<file path="src/rtl/bus_fifo_port_pkg.sv">
// Register offsets and STATUS/CTRL bit positions for the bus FIFO peripheral.
package bus_fifo_pkg;

  localparam logic [1:0] OFF_TXDATA = 2'd0;
  localparam logic [1:0] OFF_RXDATA = 2'd1;
  localparam logic [1:0] OFF_STATUS = 2'd2;
  localparam logic [1:0] OFF_CTRL   = 2'd3;

  localparam int ST_TX_COUNT_LSB = 0;
  localparam int ST_RX_COUNT_LSB = 8;
  localparam int ST_COUNT_W      = 8;
  localparam int ST_TX_FULL      = 16;
  localparam int ST_RX_EMPTY     = 17;
  localparam int ST_TX_OVF       = 18;
  localparam int ST_RX_UNF       = 19;

  localparam int CTRL_TX_FLUSH   = 0;
  localparam int CTRL_RX_FLUSH   = 1;
  localparam int CTRL_TX_OVF_CLR = 2;
  localparam int CTRL_RX_UNF_CLR = 3;

endpackage

</file>
<file path="src/rtl/bus_fifo_port_if.sv">
// CPU data-bus slave signals plus the TX sink and RX source streams.
interface bus_fifo_port_if;
  logic [31:0] addr;
  logic        cs;
  logic        wr_rd;
  logic [31:0] data_bus_write;
  logic [31:0] data_bus_read;
  logic        tx_valid;
  logic        tx_ready;
  logic [31:0] tx_data;
  logic        rx_valid;
  logic        rx_ready;
  logic [31:0] rx_data;

  modport slave (
    input  addr, cs, wr_rd, data_bus_write, tx_ready, rx_valid, rx_data,
    output data_bus_read, tx_valid, tx_data, rx_ready
  );

  modport master (
    output addr, cs, wr_rd, data_bus_write, tx_ready, rx_valid, rx_data,
    input  data_bus_read, tx_valid, tx_data, rx_ready
  );
endinterface

</file>
<file path="src/rtl/bus_fifo_port_fifo.sv">
// Synchronous FIFO with flush; caller guarantees push/pop legality (push on full only with pop).
module sync_fifo #(
  parameter int DEPTH = 8,
  parameter int WIDTH = 32,
  localparam int PTR_W = $clog2(DEPTH),
  localparam int CNT_W = $clog2(DEPTH + 1)
) (
  input  logic             clk,
  input  logic             rst,
  input  logic             flush,
  input  logic             push,
  input  logic [WIDTH-1:0] push_data,
  input  logic             pop,
  output logic [WIDTH-1:0] head,
  output logic [CNT_W-1:0] count,
  output logic             full,
  output logic             empty
);

  logic [WIDTH-1:0] mem_q [DEPTH];
  logic [PTR_W-1:0] rd_ptr_q, rd_ptr_d, wr_ptr_q, wr_ptr_d;
  logic [CNT_W-1:0] count_q, count_d;

  always_comb begin
    rd_ptr_d = rd_ptr_q;
    wr_ptr_d = wr_ptr_q;
    count_d  = count_q;
    if (flush) begin
      rd_ptr_d = '0;
      wr_ptr_d = '0;
      count_d  = '0;
    end else begin
      if (push) wr_ptr_d = wr_ptr_q + PTR_W'(1);
      if (pop)  rd_ptr_d = rd_ptr_q + PTR_W'(1);
      if (push && !pop)      count_d = count_q + CNT_W'(1);
      else if (!push && pop) count_d = count_q - CNT_W'(1);
    end
  end

  always_ff @(posedge clk) begin
    if (rst) begin
      rd_ptr_q <= '0;
      wr_ptr_q <= '0;
      count_q  <= '0;
    end else begin
      rd_ptr_q <= rd_ptr_d;
      wr_ptr_q <= wr_ptr_d;
      count_q  <= count_d;
    end
  end

  // Storage is never cleared; the empty gate below hides stale entries.
  always_ff @(posedge clk) begin
    if (push && !flush && !rst) mem_q[wr_ptr_q] <= push_data;
  end

  assign count = count_q;
  assign full  = (count_q == CNT_W'(DEPTH));
  assign empty = (count_q == '0);
  assign head  = empty ? '0 : mem_q[rd_ptr_q];

endmodule

</file>
<file path="src/rtl/bus_fifo_port.sv">
// Memory-mapped TX/RX FIFO peripheral: address decode, read mux, sticky flags, stream gating.
module bus_fifo_port
  import bus_fifo_pkg::*;
#(
  parameter int DEPTH = 8
) (
  input logic             clk,
  input logic             rst,
  bus_fifo_port_if.slave  bus
);

  localparam int CNT_W = $clog2(DEPTH + 1);

  logic [CNT_W-1:0] tx_count, rx_count;
  logic [31:0]      tx_head, rx_head;
  logic             tx_full, tx_empty, rx_full, rx_empty;
  logic             tx_ovf_q, tx_ovf_d, rx_unf_q, rx_unf_d;
  logic [1:0]       offset;
  logic             bus_wr, bus_rd, ctrl_wr;
  logic             tx_push_req, tx_push, tx_pop, rx_pop_req, rx_push, rx_pop;
  logic             tx_flush, rx_flush;
  logic [31:0]      status;
  logic             unused_addr;

  assign offset      = bus.addr[3:2];
  assign unused_addr = ^{bus.addr[31:4], bus.addr[1:0]};
  assign bus_wr      = bus.cs & bus.wr_rd;
  assign bus_rd      = bus.cs & ~bus.wr_rd;
  assign ctrl_wr     = bus_wr && (offset == OFF_CTRL);

  assign tx_flush = ctrl_wr & bus.data_bus_write[CTRL_TX_FLUSH];
  assign rx_flush = ctrl_wr & bus.data_bus_write[CTRL_RX_FLUSH];

  // A write into a full TX FIFO is only accepted when the sink frees a slot that same edge.
  assign tx_pop      = ~tx_empty & bus.tx_ready;
  assign tx_push_req = bus_wr && (offset == OFF_TXDATA);
  assign tx_push     = tx_push_req & (~tx_full | tx_pop);

  assign rx_pop_req = bus_rd && (offset == OFF_RXDATA);
  assign rx_pop     = rx_pop_req & ~rx_empty;
  assign rx_push    = bus.rx_valid & ~rx_full;

  assign bus.tx_valid = ~tx_empty;
  assign bus.tx_data  = tx_head;
  assign bus.rx_ready = ~rx_full;

  sync_fifo #(.DEPTH(DEPTH), .WIDTH(32)) u_tx_fifo (
    .clk(clk), .rst(rst), .flush(tx_flush),
    .push(tx_push), .push_data(bus.data_bus_write), .pop(tx_pop),
    .head(tx_head), .count(tx_count), .full(tx_full), .empty(tx_empty)
  );

  sync_fifo #(.DEPTH(DEPTH), .WIDTH(32)) u_rx_fifo (
    .clk(clk), .rst(rst), .flush(rx_flush),
    .push(rx_push), .push_data(bus.rx_data), .pop(rx_pop),
    .head(rx_head), .count(rx_count), .full(rx_full), .empty(rx_empty)
  );

  // Set beats clear when both land on the same edge.
  always_comb begin
    tx_ovf_d = tx_ovf_q;
    rx_unf_d = rx_unf_q;
    if (ctrl_wr && bus.data_bus_write[CTRL_TX_OVF_CLR]) tx_ovf_d = 1'b0;
    if (ctrl_wr && bus.data_bus_write[CTRL_RX_UNF_CLR]) rx_unf_d = 1'b0;
    if (tx_push_req && tx_full && !bus.tx_ready)        tx_ovf_d = 1'b1;
    if (rx_pop_req && rx_empty)                         rx_unf_d = 1'b1;
  end

  always_ff @(posedge clk) begin
    if (rst) begin
      tx_ovf_q <= 1'b0;
      rx_unf_q <= 1'b0;
    end else begin
      tx_ovf_q <= tx_ovf_d;
      rx_unf_q <= rx_unf_d;
    end
  end

  always_comb begin
    status = '0;
    status[ST_TX_COUNT_LSB +: ST_COUNT_W] = ST_COUNT_W'(tx_count);
    status[ST_RX_COUNT_LSB +: ST_COUNT_W] = ST_COUNT_W'(rx_count);
    status[ST_TX_FULL]  = tx_full;
    status[ST_RX_EMPTY] = rx_empty;
    status[ST_TX_OVF]   = tx_ovf_q;
    status[ST_RX_UNF]   = rx_unf_q;
  end

  always_comb begin
    bus.data_bus_read = '0;
    if (bus_rd) begin
      case (offset)
        OFF_RXDATA: bus.data_bus_read = rx_head;
        OFF_STATUS: bus.data_bus_read = status;
        default:    bus.data_bus_read = '0;
      endcase
    end
  end

endmodule

</file>
<file path="src/flat_wrapper.sv">
// flat-port wrapper written by rule: the top's interface ports become plain ports
module bus_fifo_port_flat import bus_fifo_pkg::*;
#(
  parameter int DEPTH = 8
)
  (clk, rst, bus_addr, bus_cs, bus_wr_rd, bus_data_bus_write, bus_tx_ready, bus_rx_valid, bus_rx_data, bus_data_bus_read, bus_tx_valid, bus_tx_data, bus_rx_ready);
  bus_fifo_port_if bus_i ();
  input logic clk;
  input logic rst;
  input wire logic [$bits(bus_i.addr)-1:0] bus_addr;
  input wire logic [$bits(bus_i.cs)-1:0] bus_cs;
  input wire logic [$bits(bus_i.wr_rd)-1:0] bus_wr_rd;
  input wire logic [$bits(bus_i.data_bus_write)-1:0] bus_data_bus_write;
  input wire logic [$bits(bus_i.tx_ready)-1:0] bus_tx_ready;
  input wire logic [$bits(bus_i.rx_valid)-1:0] bus_rx_valid;
  input wire logic [$bits(bus_i.rx_data)-1:0] bus_rx_data;
  output wire logic [$bits(bus_i.data_bus_read)-1:0] bus_data_bus_read;
  output wire logic [$bits(bus_i.tx_valid)-1:0] bus_tx_valid;
  output wire logic [$bits(bus_i.tx_data)-1:0] bus_tx_data;
  output wire logic [$bits(bus_i.rx_ready)-1:0] bus_rx_ready;
  assign bus_i.addr = bus_addr;
  assign bus_i.cs = bus_cs;
  assign bus_i.wr_rd = bus_wr_rd;
  assign bus_i.data_bus_write = bus_data_bus_write;
  assign bus_i.tx_ready = bus_tx_ready;
  assign bus_i.rx_valid = bus_rx_valid;
  assign bus_i.rx_data = bus_rx_data;
  assign bus_data_bus_read = bus_i.data_bus_read;
  assign bus_tx_valid = bus_i.tx_valid;
  assign bus_tx_data = bus_i.tx_data;
  assign bus_rx_ready = bus_i.rx_ready;
  bus_fifo_port #(.DEPTH(DEPTH)) u_core (.clk(clk), .rst(rst), .bus(bus_i));
endmodule
</file>
<file path="config.mk">
export PLATFORM = sky130hd
export DESIGN_NAME = bus_fifo_port_flat
export DESIGN_NICKNAME = d
export VERILOG_FILES = /design/src/rtl/bus_fifo_port_pkg.sv /design/src/rtl/bus_fifo_port_if.sv /design/src/rtl/bus_fifo_port_fifo.sv /design/src/rtl/bus_fifo_port.sv /design/src/flat_wrapper.sv
export SDC_FILE = /design/constraint.sdc
export NUM_CORES = 1
export LEC_CHECK = 0
export BUFFER_PORTS_ARGS = -buffer_cell sky130_fd_sc_hd__buf_2
export CORE_MARGIN = 4
export CORE_UTILIZATION = 45
export DETAILED_ROUTE_END_ITERATION = 8
export MAX_ROUTING_LAYER = met4
export PLACE_DENSITY = 0.63
export SLEW_MARGIN = 20
export SYNTH_ARGS = -nofsm -noshare
export SYNTH_HDL_FRONTEND = slang
export SYNTH_HIERARCHICAL = 1
export SYNTH_SLANG_ARGS = --single-unit
</file>
<file path="constraint.sdc">
create_clock -name clk -period 4.9 [get_ports clk]
set_input_delay 0 -clock clk [delete_from_list [all_inputs] [get_ports clk]]
set_output_delay 0 -clock clk [all_outputs]
set_load 0.01 [all_outputs]
</file>
==> metrics.md <==
| Metric | Value |
|---|---|
| Post-DP HPWL | 23.9 mm |
| Gr usage total | 17.1% |
| RD Place Congestion | 0.742 |
| Htree depth | 2 |
| Max Cap Violations | 0 |
| Finished Layout Cells | 1,915 |
| Final Instance Area | 25,000 um^2 |
| Slowest cell on the critical path | nor3_2 |
| Worst Hold Class | input pin to flip-flop |
| Worst EP required | 5170 ps |
| Syn Area/Cell | 20.7 um^2 |
| Clock Sinks | 540 |
| CP peak stage delay | 810 ps |
| Fin crit share | 70.0% |
| Leak Pwr | 8.06 nW |
| First-pass GRT wire length | 63.9 mm |
| Chip Width | 226 um |
| Max VDD drop | 0.339 mV |
| Hold_sp | bus_wr_rd |
| Register area share after synthesis | 74.8% |
| Synth Instances | 1,029 |
| Number of hold violations in the final report | 0 |
| Initial DRT Pass Iterations | 5 |
| IO Port Bufs | 137 |
| Post-DR vias/cell | 5.35 |
| Core ar. | 46,700 um^2 |
| Cell Area, Synth | 21,300 um^2 |
| Reg-to-reg startpoint | u_core/u_tx_fifo/count[1] |
| Pin count of the biggest net entering global routing | 52 |
| Final #Nets | 1,386 |
| Yosys cell types | 39 |
| Min setup slack post-route | 1470 ps |
| Status | finished clean |
| Delay-heaviest family, CP | simple AND/OR/NAND/NOR gates |
| Reg clk slew, reported paths | 60 ps |
| Die area | 50,900 um^2 |
| CTS tree | built |
| Arrival time worst endpoint | 3700 ps |
| Area growth syn-to-layout | 17.3% |
| Setup CP Type | flip-flop to flip-flop |
| Fmax | 292 MHz |
| Slew margin rel. | 32.7% |
| CP startpoint kind | flip-flop |
| Post-Syn Nets | 1,147 |
| Placed cells | 1,748 |
| Warnings, synthesis | 6 |
| Post-CTS setup buffer count | 0 |
| Routed wire length | 41.9 mm |
| Initial Util | 45.7% |
| Buf/Inv on CP | 2 |
| #FFs+latches synth | 540 |
| Final TNS setup | 0 ps |
| Vias in the first global route | 10,797 |
| Initial antenna violation count | 1 |
| First DRT Iteration DRCs | 610 |
| CP Max Fanout | 34 |
| DR DRC count | 0 |
| Crit path from | u_core/u_tx_fifo/count[1] |
| Average wire per standard cell | 21.9 um |
| Final Critical Period | 3430 ps |
| Count of final setup violators | 0 |
| Reg2Reg Setup Slack | 1470 ps |
| Total design power | 10.9 mW |
| Die H | 226 um |
| Number of I/O pins | 168 |
| Root buffer cell | clkbuf_16 |
| Num CTS Buffers | 54 |
| Crit path capture type | flip-flop |
| Share of layout cells above drive strength 1 | 29.6% |
| Final Skew | 14.5 ps |
| Dpl ws | 1350 ps |
| DRT antenna net count | 0 |
| Worst slew pin tran | 1010 ps |
| RSZ-0062 raised after global routing | false |
| Placed inst area | 22,700 um^2 |
| Num rows | 79 |
| Cell Pwr Density | 437 nW/um^2 |
| Clk Latency, worst-skew pair | 580 ps |
| Slew Viols, Final | 0 |
| DR vias | 10,244 |
| Grt ovf | 0 |
| CP cell instances | nor4_4 -> buf_4 -> nand2b_1 -> a21oi_1 -> nand3_1 -> nor3_2 -> buf_12 |
| Clock buffer depth | 3 |
[cells in the mapped netlist, drive strengths merged]
master | instances | area (um^2)
nand3 | 7 | 35.0
nor4b | 2 | 17.5
or3b | 1 | 8.76
ha | 14 | 175
clkbuf | 14 | 55.1
nand3b | 3 | 22.5
fa | 2 | 40.0
mux2i | 70 | 701
edfxtp | 512 | 15400
xnor2 | 6 | 52.6
buf | 37 | 359
mux4 | 128 | 2890
and4 | 3 | 26.3
nor2 | 114 | 428
nand2 | 6 | 22.5
nor2b | 3 | 18.8
and2 | 22 | 138
nand4 | 1 | 6.26
and3b | 1 | 12.5
a21oi | 5 | 25.0
xor2 | 6 | 52.6
or2 | 2 | 12.5
a32o | 1 | 10.0
inv | 11 | 41.3
nor4 | 2 | 25.0
dfxtp | 28 | 561
a22oi | 12 | 90.1
nor3 | 4 | 20.0
a31o | 2 | 17.5
o32ai | 1 | 8.76
a211o | 2 | 17.5
nand2b | 5 | 31.3
a211oi | 2 | 15.0
[state kept, by name, indices dropped and copies added, names as in the netlist, named ones only]
name and cells:
u_core/u_tx_fifo/rd_ptr_q 3, u_core/u_tx_fifo/mem_q 256, u_core/tx_ovf_q 1, u_core/rx_unf_q 1, u_core/u_tx_fifo/wr_ptr_q 3, u_core/u_rx_fifo/rd_ptr_q 3, u_core/u_rx_fifo/mem_q 256, u_core/u_tx_fifo/count 4
u_core/u_rx_fifo/wr_ptr_q 3, u_core/u_rx_fifo/count 4
[cells by family after synthesis]
| logic type | Yosys count | share of synthesized area (%) |
|---|---|---|
| flops | 540 | 74.8 |
| mux | 198 | 16.9 |
| simple gates | 176 | 3.87 |
| buf+inv | 62 | 2.14 |
| compound gates | 25 | 0.863 |
| fa+ha+maj | 16 | 1.01 |
| xor+xnor | 12 | 0.493 |
[cell type report]
class	instances	area (um^2)
flip-flops and latches	540	15900
repair buffers	234	1620
fillers	3685	21700
multi-input cells	427	5050
inverters	11	41.3
clock inverters	26	151
clock buffers	69	1430
diodes	1	2.50
well taps	607	759
[worst min-delay path, delay by kind of cell]
kind / cells / cell delay (ps)
AO/OA/AOI/OAI: 1 / 130
AND/OR/NAND/NOR: 2 / 160
XOR/XNOR: 1 / 170
buffers and inverters: 1 / 140
[per-layer routing]
metal | track usage [%] | part of all wire, % | vias up
met1 | 21.3 | 41 | 5316
met2 | 29.0 | 52 | 223
li1 | - | - | 4639
met3 | 3.02 | 4.5 | 66
met4 | 4.86 | 2.4 | 0
met5 | - | 0 | -
[final timing paths]
check | cells past startpoint | endpoint
min reg2reg | 2 | flip-flop
max reg2reg | 7 | u_core/u_tx_fifo/mem_q[1][5]
max | 7 | u_core/u_tx_fifo/mem_q[1][5]
min | 5 | u_core/u_tx_fifo/wr_ptr_q[0]
[where the power goes]
part	total (mW)	switching (mW)	leakage [nW]	internal, mW
clock network	3.71	1.61	0.769	2.10
registers	5.34	0.164	4.84	5.17
logic	1.87	1.00	2.44	0.872
total	10.9	2.78	8.06	8.14
[per-stage QoR]
| stage | util [%] | hold slack (ps) |
|---|---|---|
| finish | 53.6 | 58.4 |
| global placement | 48.6 | 266 |
| detailed placement | 48.6 | 272 |
| floorplan | - | 98.9 |
| CTS | 53.5 | 33.5 |
| global route | 53.6 | 111 |
[cell usage in the layout (no fill, tap or decap), types with 8 or more instances in the layout]
cell type / netlist / layout
nor2_1: 114 / 102
clkinv_2: 0 / 8
clkbuf_1: 12 / 14
edfxtp_1: 512 / 512
ha_1: 14 / 14
clkbuf_16: 0 / 55
mux4_2: 126 / 126
nor2_4: 0 / 12
dfxtp_1: 28 / 22
inv_1: 11 / 11
dlygate4sd3_1: 0 / 70
buf_4: 0 / 25
a22oi_1: 12 / 12
and2_1: 22 / 22
buf_2: 20 / 137
clkinv_1: 0 / 13
mux2i_1: 70 / 70
[repair_timing]
action                                 in CTS  in global routing
endpoints found under the hold margin     538                  0
resized for setup                           0                  0
hold buffers                               70                  0
Power figures use the tool's default switching activity.
